## src/rtl/rf_wb_arbiter.sv

```systemverilog
// rf_wb_arbiter
// Shares the register file's single rd write port between two writeback
// requesters. A is the load/MEM unit and normally wins ties. B is the
// ALU/EX result. A starvation counter makes B win the tie once A has been
// granted STARVE_MAX times in a row while B was waiting.
// A granted write is registered and appears on the rd write port one cycle
// after its handshake.
module rf_wb_arbiter #(
  parameter int DATA_W     = 64,
  parameter int ADDR_W     = 5,
  parameter int STARVE_MAX = 3   // must fit in the 2-bit starvation counter
) (
  input  logic              clk_i,
  input  logic              rst_i,
  input  logic              flush_i,
  // requester A (load / MEM)
  input  logic              a_valid_i,
  output logic              a_ready_o,
  input  logic [ADDR_W-1:0] a_addr_i,
  input  logic [DATA_W-1:0] a_data_i,
  // requester B (ALU / EX)
  input  logic              b_valid_i,
  output logic              b_ready_o,
  input  logic [ADDR_W-1:0] b_addr_i,
  input  logic [DATA_W-1:0] b_data_i,
  // register file write port
  output logic              rd_write_enable_o,
  output logic [ADDR_W-1:0] rd_write_addr_o,
  output logic [DATA_W-1:0] rd_write_data_o,
  // debug / verification visibility
  output logic [1:0]        starve_cnt_o
);

  typedef enum logic {
    PREF_A  = 1'b0,   // A wins when both are valid
    FORCE_B = 1'b1    // B has waited long enough and wins the tie
  } state_t;

  localparam logic [1:0]        CNT_MAX = 2'(STARVE_MAX);
  localparam logic [ADDR_W-1:0] ZERO_REG = '0;

  state_t            state_q, state_d;
  logic [1:0]        cnt_q, cnt_d;

  logic              grant_a, grant_b;

  logic              we_q, we_d;
  logic [ADDR_W-1:0] addr_q, addr_d;
  logic [DATA_W-1:0] data_q, data_d;

  // State register: arbitration preference and starvation count
  always_ff @(posedge clk_i or posedge rst_i) begin
    if (rst_i) begin
      state_q <= PREF_A;
      cnt_q   <= 2'd0;
    end else begin
      state_q <= state_d;
      cnt_q   <= cnt_d;
    end
  end

  // Output decode: pick at most one winner; readies depend only on valids,
  // state and flush so requesters never see a data-dependent ready.
  always_comb begin
    grant_a = 1'b0;
    grant_b = 1'b0;
    if (!flush_i) begin
      case (state_q)
        PREF_A: begin
          if (a_valid_i) begin
            grant_a = 1'b1;
          end else if (b_valid_i) begin
            grant_b = 1'b1;
          end
        end
        FORCE_B: begin
          if (b_valid_i) begin
            grant_b = 1'b1;
          end else if (a_valid_i) begin
            grant_a = 1'b1;
          end
        end
        default: begin
          grant_a = 1'b0;
          grant_b = 1'b0;
        end
      endcase
    end
    a_ready_o = grant_a;
    b_ready_o = grant_b;
  end

  // Next-state logic: count A wins that made B wait, switch to FORCE_B when
  // the count reaches STARVE_MAX, and fall back to PREF_A on any B win or flush.
  always_comb begin
    state_d = state_q;
    cnt_d   = cnt_q;
    if (flush_i) begin
      state_d = PREF_A;
      cnt_d   = 2'd0;
    end else if (grant_b) begin
      state_d = PREF_A;
      cnt_d   = 2'd0;
    end else if (state_q == PREF_A) begin
      if (grant_a && b_valid_i) begin
        // saturate rather than wrap
        if (cnt_q < CNT_MAX) begin
          cnt_d = cnt_q + 2'd1;
        end
        if (cnt_d >= CNT_MAX) begin
          state_d = FORCE_B;
        end
      end else if (!b_valid_i) begin
        // B is not waiting, so there is no starvation to track
        cnt_d = 2'd0;
      end
    end
    // FORCE_B with only A valid (or idle) holds the count and the state
  end

  // Write-port next value: x0 is hardwired zero, so a grant to it completes
  // the handshake but never enables the write. Addr/data hold when idle.
  always_comb begin
    we_d   = 1'b0;
    addr_d = addr_q;
    data_d = data_q;
    if (grant_a) begin
      we_d   = (a_addr_i != ZERO_REG);
      addr_d = a_addr_i;
      data_d = a_data_i;
    end else if (grant_b) begin
      we_d   = (b_addr_i != ZERO_REG);
      addr_d = b_addr_i;
      data_d = b_data_i;
    end
  end

  // Write-port register: one-cycle-wide write the cycle after the handshake
  always_ff @(posedge clk_i or posedge rst_i) begin
    if (rst_i) begin
      we_q   <= 1'b0;
      addr_q <= '0;
      data_q <= '0;
    end else begin
      we_q   <= we_d;
      addr_q <= addr_d;
      data_q <= data_d;
    end
  end

  assign rd_write_enable_o = we_q;
  assign rd_write_addr_o   = addr_q;
  assign rd_write_data_o   = data_q;
  assign starve_cnt_o      = cnt_q;

endmodule

```

## config.mk

```make
export PLATFORM = sky130hd
export DESIGN_NAME = rf_wb_arbiter
export DESIGN_NICKNAME = d
export VERILOG_FILES = /design/src/rtl/rf_wb_arbiter.sv
export SDC_FILE = /design/constraint.sdc
export NUM_CORES = 1
export LEC_CHECK = 0
export CORE_AREA = 10 10 112 114
export CTS_CLUSTER_DIAMETER = 150
export DETAILED_ROUTE_END_ITERATION = 8
export DIE_AREA = 0 0 122 124
export PLACE_DENSITY = 0.75
export SYNTH_ARGS = -nofsm -noshare
export SYNTH_HDL_FRONTEND = slang
export SYNTH_SLANG_ARGS = --single-unit
```

## constraint.sdc

```tcl
create_clock -name clk_i -period 6 [get_ports clk_i]
set_input_delay 1.2 -clock clk_i [delete_from_list [all_inputs] [get_ports clk_i]]
set_output_delay 1.2 -clock clk_i [all_outputs]
set_load 0.005 [all_outputs]
```

# After elaboration in Yosys (flattened, before gate mapping)
# Cells that the tools add are included.
dict set report totals {
  latchBits 0
  ram_bits 0
  regBits 73
  mem_bits_ro 0
  wordCells 45
  memories 0
  out_inout_bits 74
}
dict set report op_classes {
  multipliers 0
  n_reduce_logical 5
  n_mux 29
  add_sub_neg 1
  bitwise 1
  shift 0
  n_eq_ne 2
  div 0
  n_lt_le_gt_ge 2
}
# cell n
set ops {}
lappend ops {{64-bit 2-to-1 mux} 2}
lappend ops {{2-bit 2-to-1 mux} 10}
lappend ops {{1-bit 2-to-1 mux} 13}
lappend ops {{5-bit 2-to-1 mux} 2}
lappend ops {{5-bit nonzero test} 2}
lappend ops {{4-bit by 2-bit inequality test with 1-bit output, second input constant} 1}
lappend ops {{1-bit one-hot mux with 2 select lines} 2}
lappend ops {{3-bit inequality test, second input constant} 1}
lappend ops {{2-bit by 1-bit adder with 2-bit output, second input constant} 1}
lappend ops {{2-bit greater-or-equal comparator, second input constant} 1}
lappend ops {{2-bit less-than comparator, second input constant} 1}
lappend ops {{2-bit AND reduction} 1}
lappend ops {{2-bit nonzero test} 1}
lappend ops {{1-bit logical AND} 1}
lappend ops {{1-bit inverter} 1}

# Longest topological paths before layout
# Gate-level depths: netlist of run 1.
dict set report logic_depth {
  ltp_word 15
  ltp_mapped 7
  ltp_nobuf 4
}

# Worst setup path after synthesis of run 1
# OpenSTA, ideal clock, no wires.
dict set report synth_path {
  path_kind {input to output}
  startpoint {in b_valid_i}
  endpoint {out a_ready_o}
  stages 4
  required_time_ps 4800
  n_path_buf 1
  path_slack_ps 3154
  arrival_ps 1646
  path_cell_list {buf_6 > a21boi_2 > nand2b_1 > inv_2}
}
dict set report synth_between {
  elab_chain_len 3
}
# item line
set synth_lines {}
lappend synth_lines {{start: declaration} 22} ;# input logic b_valid_i,
lappend synth_lines {{1-bit 2-to-1 mux} 77} ;# if (b_valid_i) begin
lappend synth_lines {{1-bit one-hot mux with 2 select lines} 68} ;# case (state_q)
lappend synth_lines {{1-bit 2-to-1 mux} 67} ;# if (!flush_i) begin
lappend synth_lines {{end: declaration} 18} ;# output logic a_ready_o,
# No other way between the ends.

# Worst setup path in the final report of run 1
dict set report layout_path {
  startpoint {in b_valid_i}
  endpoint {out b_ready_o}
}
dict set report layout_between {
  elab_chain_len 4
}
# item line
set layout_lines {}
lappend layout_lines {{1-bit 2-to-1 mux *} {72, 77}}
lappend layout_lines {{1-bit 2-to-1 mux} 70} ;# if (a_valid_i) begin
lappend layout_lines {{1-bit one-hot mux with 2 select lines *} 68}
lappend layout_lines {{1-bit 2-to-1 mux *} 67}
lappend layout_lines {{end: declaration} 23} ;# output logic b_ready_o,
# Mark *: on every way between the ends. The rest lies on a longest branch, timed or not.

==> results.cfg, run 1 <==
[outcome]
run_status = completed

[routing]
drt-wirelength-per-cell_um = 18.02
route.detailed.vias_per_inst = 5.061
drt_iter0_drcs = 239
dr.pass1.iters = 5
antenna_left = 0
detail_route.drc_violations = 0
routed-via-count = 3710
wirelength_um = 13210

[timing]
layout_setup_ws_ns = 1.920
finalCriticalPeriod_ns = 4.080
drv_slew = 0
max_slew.worst_pin.slew_ns = 1.110
final.period_utilization_pct = 68.00
setup-violations-final = 0
finalHoldViolations = 0
setup_tns_ns = 0
fmaxAchievable_mhz = 245.1
fin_worst_skew_ns = 0.009360
slew_headroom_pct = 26.02
unrepaired_setup_endpoints_after_global_routing = no

[finish]
layout.area.seq_mm2 = 0.001827
multiInputGateArea_mm2 = 0.001440
layout-area-overhead-vs-synth_pct = 67.03
mostFrequentLayoutCells = 215 x clkdlybuf4s50_1, 73 x dfrtp_1, 66 x nor2_1
layout.filler_cells = 918
num-nets-final = 736
layout-drive-gt1-share_pct = 4.355
antennaDiodeCount = 0
layout.cells.most_common = clkdlybuf4s50_1

[synth]
ys_seq_elements = 73
ys_seq_area_share_pct = 51.92
yosysWarnings = 0
syn_nets = 543
syn_inst = 400
syn_area_per_cell_um2 = 8.796
netlist_area_mm2 = 0.003518
netlist-cell-type-count = 27

[placement]
hpwl_um = 9496
globalplace.congestion = 0.8051
port-buffer-count = 216
preCtsSetupSlack_ns = 1.926

[clocking]
insertion_delay_ns = 0.33
ctsHoldBuffers = 0
cts.root.buffer_cell = clkbuf_8
clkSinkCount = 73
cts_tree = built
numCtsBuffers = 9
postCtsSetupRepairBufs = 0
cts_resized = 0
cts_max_path_buffers = 2
clock_transition_at_the_registers_of_the_reported_paths_ns = 0.07
cts-htree-levels = 3

[worst_setup_path]
critPathKind = input pin to primary output
cells_traversed_along_the_worst_timing_path = clkdlybuf4s50_1 -> nor3b_2 -> clkdlybuf4s50_1
end_kind = primary output
crit_path_start_kind = input pin
cp.arrival_ns = 2.88
critical_path.slowest_cell = clkdlybuf4s50_1
slowest_delay_ns = 0.71
path_max_fanout = 10
cpMostUsedCell = clkdlybuf4s50_1
crit_required_ns = 4.80

[global_route]
grt_start_max_net_pins = 82
grt_pass1_wl_um = 20600
antenna_found_initial = 0
first_global_vias = 3861
global_route.usage.total_pct = 16.87
grt-ovfl-total = 0

[pwr]
p_per_area_mw_per_mm2 = 244.8
design_power_total_w = 0.001438
leakage_nw = 2.299
vdd.ir_drop.worst_mv = 0.09475

[floorplanning]
die_w_um = 122
rows = 37
num_io_pins = 217
die_area_mm2 = 0.01513
floorplan.core_area_mm2 = 0.01023
dieHeight_um = 124
floorplan.initialDensity_pct = 34.39

[run]
max_cap_viol_count = 0

[worst_hold_path]
worstHoldPathType = flop to flop
## critical path, delay by kind of cell
kind | cells | cell delay (ns)
buf+inv | 2 | 1.29
simple gates | 1 | 0.39
## routing by layer
metal,vias up,share of wire (%),GRT usage (%)
met3,23,9.8,5.792
met2,159,49,27.96
met1,1743,38,19.62
met5,-,0,0
li1,1785,-,-
met4,0,2.7,6.930
## cell type report
cell class / count / share of cell area, %
clock inverters: 5 / 1.767
repair buffers: 220 / 37.22
flip-flops and latches: 73 / 31.08
well taps: 136 / 2.895
multi-input cells: 286 / 24.50
inverters: 3 / 0.1916
clock buffers: 10 / 2.342
## registers in the layout, indices dropped and copies added (netlist names)
name / cells
rd_write_data_o: 64
rd_write_addr_o: 5
starve_cnt_o: 2
rd_write_enable_o: 1
state_q: 1
## synth_stat cells (all sizes together)
cell,instances,area share [%]
inv,3,0.32
o21ai,64,9.1
o21ba,1,0.46
nor2b,6,1.1
o22ai,1,0.18
nand2b,3,0.53
a31oi,65,12
dfrtp,73,52
a21oi,1,0.14
o221ai,1,0.25
or4,1,0.21
a32oi,2,0.50
nor4,1,0.18
nand2,65,6.9
o211ai,1,0.21
a21bo,1,0.28
a221o,4,1.1
a21boi,1,0.32
clkbuf,14,1.7
buf,24,5.3
nor2,66,7.0
nor3b,1,0.36
nand4b,1,0.25
## cell families after synthesis
kind of cell	after synthesis	synth area share, %
buf+inv	41	7.361
flops	73	51.92
compound gates	142	24.15
simple gates	144	16.57
## metrics by stage
step	hold slack, ns	area (µm²)	utilization (%)	instances
3_5_place_dp	0.5420	5635	55.08	718
4_1_cts	0.5529	5877	57.44	733
6_report	0.5506	5877	57.44	733
3_3_place_gp	0.5302	5635	55.08	718
2_1_floorplan	0.5349	3518	-	400
5_1_grt	0.5665	5877	57.44	733
## power breakdown
| group | internal (W) | switching (W) | leakage, nW | total [W] |
|---|---|---|---|---|
| combinational | 0.000236 | 0.000145 | 1.36 | 0.000381 |
| sequential | 0.000555 | 0.0000332 | 0.818 | 0.000588 |
| clock | 0.000286 | 0.000184 | 0.122 | 0.000470 |
## worst paths after layout
kind                                     startpoint             endpoint  slack, ns  cells after the start
worst max-delay path                      b_valid_i            b_ready_o       1.92                      3
worst min-delay path            rd_write_data_o[19]  rd_write_data_o[19]       0.55                      2
worst max register to register              state_q  rd_write_data_o[21]       4.05                      3
worst min register to register  rd_write_data_o[19]  rd_write_data_o[19]       0.55                      2
max in group asynchronous                     rst_i  rd_write_data_o[49]       3.90                      3
min in group asynchronous                     rst_i   rd_write_data_o[8]       1.46                      3
(Power assumes the default switching activity.)
==> run 2: changes to the inputs <==
==> config.mk (replaced) <==
export PLATFORM = sky130hd
export DESIGN_NAME = rf_wb_arbiter
export DESIGN_NICKNAME = d
export VERILOG_FILES = /design/src/rtl/rf_wb_arbiter.sv
export SDC_FILE = /design/constraint.sdc
export NUM_CORES = 1
export LEC_CHECK = 0
export CORE_AREA = 10 10 113 115
export CTS_CLUSTER_DIAMETER = 150
export DETAILED_ROUTE_END_ITERATION = 8
export DIE_AREA = 0 0 123 125
export PLACE_DENSITY = 0.77
export SYNTH_ARGS = -nofsm -noshare
export SYNTH_HDL_FRONTEND = slang
export SYNTH_SLANG_ARGS = --single-unit
==> constraint.sdc (replaced) <==
create_clock -name clk_i -period 3.5 [get_ports clk_i]
set_input_delay 0.7 -clock clk_i [delete_from_list [all_inputs] [get_ports clk_i]]
set_output_delay 0.7 -clock clk_i [all_outputs]
set_load 0.005 [all_outputs]
==> results.cfg, run 2 (synthesized netlist as in run 1, its figures left out) <==
[floorplanning]
die_area_mm2 = 0.01538
num_io_pins = 217
floorplan.core_area_mm2 = 0.01060
floorplan.initialDensity_pct = 33.18
rows = 38
die_w_um = 123
dieHeight_um = 125

[clocking]
ctsHoldBuffers = 0
cts_max_path_buffers = 2
cts.root.buffer_cell = clkbuf_8
numCtsBuffers = 9
insertion_delay_ns = 0.34
cts_resized = 0
cts_tree = built
postCtsSetupRepairBufs = 0
clock_transition_at_the_registers_of_the_reported_paths_ns = 0.08
cts-htree-levels = 3
clkSinkCount = 73

[worst_setup_path]
slowest_delay_ns = 0.72
cp.arrival_ns = 2.48
cp.buffers_inverters = 2
timing.rr.start = state_q
critical_path.slowest_cell = clkdlybuf4s50_1
reg2reg_setup_slack_ns = 1.76
path_max_fanout = 10
cells_traversed_along_the_worst_timing_path = clkdlybuf4s50_1 -> nor3b_2 -> clkdlybuf4s50_1
crit-reg2reg-capture = rd_write_enable_o
critPathKind = input pin to primary output
crit_required_ns = 2.80
r2r.worst_path.cells = 4
end_kind = primary output
cpMostUsedCell = clkdlybuf4s50_1
crit_path_start_kind = input pin
crit_family = buffers and inverters

[pwr]
vdd.ir_drop.worst_mv = 0.1992
p_per_area_mw_per_mm2 = 395.1
leakage_nw = 2.297

[timing]
layout_setup_ws_ns = 0.3208
unrepaired_setup_endpoints_after_global_routing = no
slew_headroom_pct = 51.33
finalHoldViolations = 0
setup_tns_ns = 0
max_slew.worst_pin.slew_ns = 0.7300
drv_slew = 0
fin_worst_skew_ns = 0.01009
final.period_utilization_pct = 90.83
setup-violations-final = 0
finalCriticalPeriod_ns = 3.179
fmaxAchievable_mhz = 314.5

[worst_hold_path]
worst_hold_path.num_cells = 2
worstHoldPathType = flop to flop
hold_end = rd_write_addr_o[0]
min_from = rd_write_addr_o[0]

[placement]
preCtsSetupSlack_ns = 0.3687
globalplace.congestion = 0.8112
port-buffer-count = 216
place_inst = 724
hpwl_um = 9590

[global_route]
global_route.usage.total_pct = 16.24
first_global_vias = 3627
grt_start_max_net_pins = 75
grt_pass1_wl_um = 20000
grt-ovfl-total = 0
antenna_found_initial = 1

[finish]
num-nets-final = 738
layout-drive-gt1-share_pct = 4.333
mostFrequentLayoutCells = 215 x clkdlybuf4s50_1, 73 x dfrtp_1, 66 x nor2_1
post_layout_nonfiller_instances = 741
post_route_utilization_pct = 55.50
layout.cells.most_common = clkdlybuf4s50_1
layout-area-overhead-vs-synth_pct = 67.25
largest_register_ff_count = 64

[run]
max_cap_viol_count = 0

[routing]
drt-wirelength-per-cell_um = 17.82
drt_iter0_drcs = 230
route.detailed.vias_per_inst = 5.015
antenna_left = 0
wirelength_um = 13200
routed-via-count = 3716
detail_route.drc_violations = 0
dr.pass1.iters = 4

[outcome]
run_status = completed
## run 2: changes by cell type in the layout (fill, tap and decap cells not counted)
cell       previous run  this run
buf_12                0         3
buf_4                 4         3
bufinv_16             3         1
clkbuf_1              0         3
clkinv_2              1         2
clkinv_4              1         0
diode_2               0         1
## run 2: worst max-delay path by stage
stage,endpoint,cells after the start,slack [ns],start
after CTS,b_ready_o,3,0.37,b_valid_i
after global placement,b_ready_o,3,0.46,b_valid_i
final,b_ready_o,3,0.32,b_valid_i
after floorplan,rd_write_addr_o[0],1,0.95,rst_i
after detailed placement,b_ready_o,3,0.37,b_valid_i
after global routing,b_ready_o,3,0.24,b_valid_i
## run 2: through the flow
stage,instance area (µm²),hold slack [ns],power (W)
final,5884,0.5409,0.002325
after global routing,5884,0.5672,0.002451
after CTS,5882,0.5426,0.002356
after detailed placement,5693,0.5317,0.001694
after global placement,5693,0.5302,0.001676
after floorplan,3518,0.5349,0.001252
## run 2: report_power, final
part	switching, W	total, W	leakage, nW	internal [W]
sequential	0.0000587	0.00101	0.818	0.000951
combinational	0.000251	0.000662	1.38	0.000411
clock	0.000305	0.000653	0.0974	0.000348
total	0.000615	0.00232	2.30	0.00171
## run 2: layout make-up
cell class	instances	area, µm²
antenna	1	2.502
clock buffer	13	148.9
clock inverter	3	40.04
fill	935	4718
inverter	3	11.26
multi-input combinational	286	1440
sequential	73	1827
tap	140	175.2
timing repair buffer	222	2240
## run 2: worst reg2reg max path: stages (launching register included)
cell and delay (ns):
dfrtp_1 0.45, a21boi_4 0.16, buf_4 0.57, a32oi_1 0.21, o221ai_1 0.26
## run 2: layer usage
metal	part of all wire, %	global-route usage, %	wire [µm]
met2	50	27.36	6603
met3	8.7	4.860	1153
met1	39	18.83	5103
met5	0	0	0
met4	2.6	6.306	343
==> run 3: changes to the inputs <==
==> config.mk (replaced) <==
export PLATFORM = sky130hd
export DESIGN_NAME = rf_wb_arbiter
export DESIGN_NICKNAME = d
export VERILOG_FILES = /design/src/rtl/rf_wb_arbiter.sv
export SDC_FILE = /design/constraint.sdc
export NUM_CORES = 1
export LEC_CHECK = 0
export ABC_AREA = 1
export CAP_MARGIN = 20
export CORE_AREA = 10 10 121 123
export CTS_CLUSTER_DIAMETER = 150
export DETAILED_ROUTE_END_ITERATION = 8
export DIE_AREA = 0 0 131 133
export PLACE_DENSITY = 0.74
export SYNTH_ARGS = -nofsm -noshare
export SYNTH_HDL_FRONTEND = slang
export SYNTH_SLANG_ARGS = --single-unit
==> results.cfg, run 3 <==
[outcome]
run_status = completed

[global_route]
grt_start_max_net_pins = 71
antenna_found_initial = 0
grt_pass1_wl_um = 22800
first_global_vias = 4306
global_route.usage.total_pct = 16.05
grt-ovfl-total = 0

[synth]
synthMostInstantiatedCell = nand3_1
synth_area_leader_cell = dfrtp_1
syn_nets = 756
synth.top_cell.area_share_pct = 43.80
ys_seq_elements = 73
synth-async-reset-ratio_pct = 100.0
netlist-cell-type-count = 17
synth_flop_cell = dfrtp_1
yosysWarnings = 0
synth_commonest_cells = 203 x nand3_1, 145 x nand2_1, 132 x inv_1
syn_area_per_cell_um2 = 6.803
netlist_top_cells_area = dfrtp_1 44%, nand3_1 24%, nand2_1 13%
netlist_area_mm2 = 0.004170
ys_seq_area_share_pct = 43.80
syn_inst = 613
number_of_synthesized_flops_with_an_enable_pin = 0

[finish]
layout.filler_cells = 1216
num-nets-final = 951
layout-drive-gt1-share_pct = 4.064
mostFrequentLayoutCells = 216 x clkdlybuf4s50_1, 202 x nand3_1, 143 x nand2_1
largest_register_ff_count = 64
multiInputGateArea_mm2 = 0.001662
antennaDiodeCount = 0
post_layout_nonfiller_instances = 984
layout.cells.most_common = clkdlybuf4s50_1
layout.area.seq_mm2 = 0.001827
layout-area-overhead-vs-synth_pct = 62.20

[floorplanning]
die_area_mm2 = 0.01742
dieHeight_um = 133
die_w_um = 131
floorplan.core_area_mm2 = 0.01236
rows = 41
num_io_pins = 217
floorplan.initialDensity_pct = 33.73

[timing]
slew_headroom_pct = 50.45
fmaxAchievable_mhz = 354.9
drv_slew = 0
unrepaired_setup_endpoints_after_global_routing = no
setup_tns_ns = 0
setup-violations-final = 0
max_slew.worst_pin.slew_ns = 0.7432
finalCriticalPeriod_ns = 2.817
fin_worst_skew_ns = 0.006875
finalHoldViolations = 0
final.period_utilization_pct = 80.50

[clocking]
insertion_delay_ns = 0.32
cts_max_path_buffers = 2
cts_resized = 0
cts_tree = built
ctsHoldBuffers = 0
numCtsBuffers = 9
cts.root.buffer_cell = clkbuf_16
postCtsSetupRepairBufs = 0
cts-htree-levels = 3
clkSinkCount = 73
clock_transition_at_the_registers_of_the_reported_paths_ns = 0.06

[worst_setup_path]
crit_required_ns = 2.80
cpMostUsedCell = clkdlybuf4s50_1
cells_traversed_along_the_worst_timing_path = clkdlybuf4s50_1 -> inv_2 -> nand2_2 -> a21oi_1 -> clkdlybuf4s50_1
critPathKind = input pin to primary output
slowest_delay_ns = 0.54
crit-reg2reg-capture = rd_write_data_o[4]
cp.arrival_ns = 2.12
end_kind = primary output
path_max_fanout = 5
r2r.worst_path.cells = 6
critical_path.slowest_cell = clkdlybuf4s50_1
timing.critical_path.from = flush_i
reg2reg_setup_slack_ns = 1.92
timing.rr.start = state_q
crit_path_start_kind = input pin
cp-endpoint = b_ready_o

[routing]
antenna_left = 0
routed-via-count = 4529
detail_route.drc_violations = 0
route.detailed.vias_per_inst = 4.603
dr.pass1.iters = 5
wirelength_um = 14460
drt-wirelength-per-cell_um = 14.69
drt_iter0_drcs = 301

[placement]
globalplace.congestion = 0.7794
place_inst = 969
port-buffer-count = 216
hpwl_um = 10260

[run]
max_cap_viol_count = 0

[pwr]
vdd.ir_drop.worst_mv = 0.2326
p_per_area_mw_per_mm2 = 397.7
leakage_nw = 3.514

[worst_hold_path]
worstHoldPathType = flop to flop
worst_hold_path.num_cells = 2
## run 3: per-stage QoR
step                hold slack (ns)  util, %  worst slack (ns)  total power, W  cell area [µm²]
finish                       0.5068    54.71            0.6826        0.002690             6764
detailed placement           0.4940    52.24            0.6831        0.001782             6459
floorplan                    0.5014        -            0.9467        0.001297             4170
CTS                          0.5109    54.71            0.6858        0.002735             6764
global placement             0.4913    52.24            0.7231        0.001776             6459
global route                 0.5230    54.71            0.6166        0.002848             6764
## run 3: layout make-up
cell class              count  share of cell area, %
repair buffers            224                  33.22
flip-flops and latches     73                  27.01
clock buffers              11                  3.737
inverters                 135                  7.510
multi-input cells         365                  24.57
well taps                 172                  3.182
clock inverters             4                 0.7769
## run 3: cells by family (layout without fill, tap and decap cells)
family | Yosys count | count (layout) | share of synthesized area, %
AOI/OAI and AO/OA | 7 | 7 | 0.8398
buffers and inverters | 175 | 374 | 16.71
DFF | 73 | 73 | 43.80
and+or+nand+nor | 358 | 358 | 38.64
## run 3: how the worst min path moves through the flow
stage / startpoint / endpoint
after global placement: rd_write_data_o[20] / rd_write_data_o[20]
after detailed placement: rd_write_data_o[24] / rd_write_data_o[24]
after CTS: rd_write_data_o[24] / rd_write_data_o[24]
after global routing: rd_write_data_o[49] / rd_write_data_o[49]
after floorplan: rd_write_data_o[10] / rd_write_data_o[10]
final: rd_write_data_o[21] / rd_write_data_o[21]
## run 3: per-layer routing
layer  GRT usage [%]  share of wire (%)
met4           4.326                1.8
met3           6.073                 11
met1           18.73                 40
met2           26.74                 48
met5               0                  0
## run 3: where the power goes
group	switching (W)	internal [W]
Sequential	0.0000599	0.000959
Combinational	0.000299	0.000439
Clock	0.000346	0.000587
## run 3: critical path, delay by kind of cell
kind | cells | cell delay, ns
and+or+nand+nor | 1 | 0.08
AOI/OAI and AO/OA | 1 | 0.17
buffers and inverters | 3 | 1.16
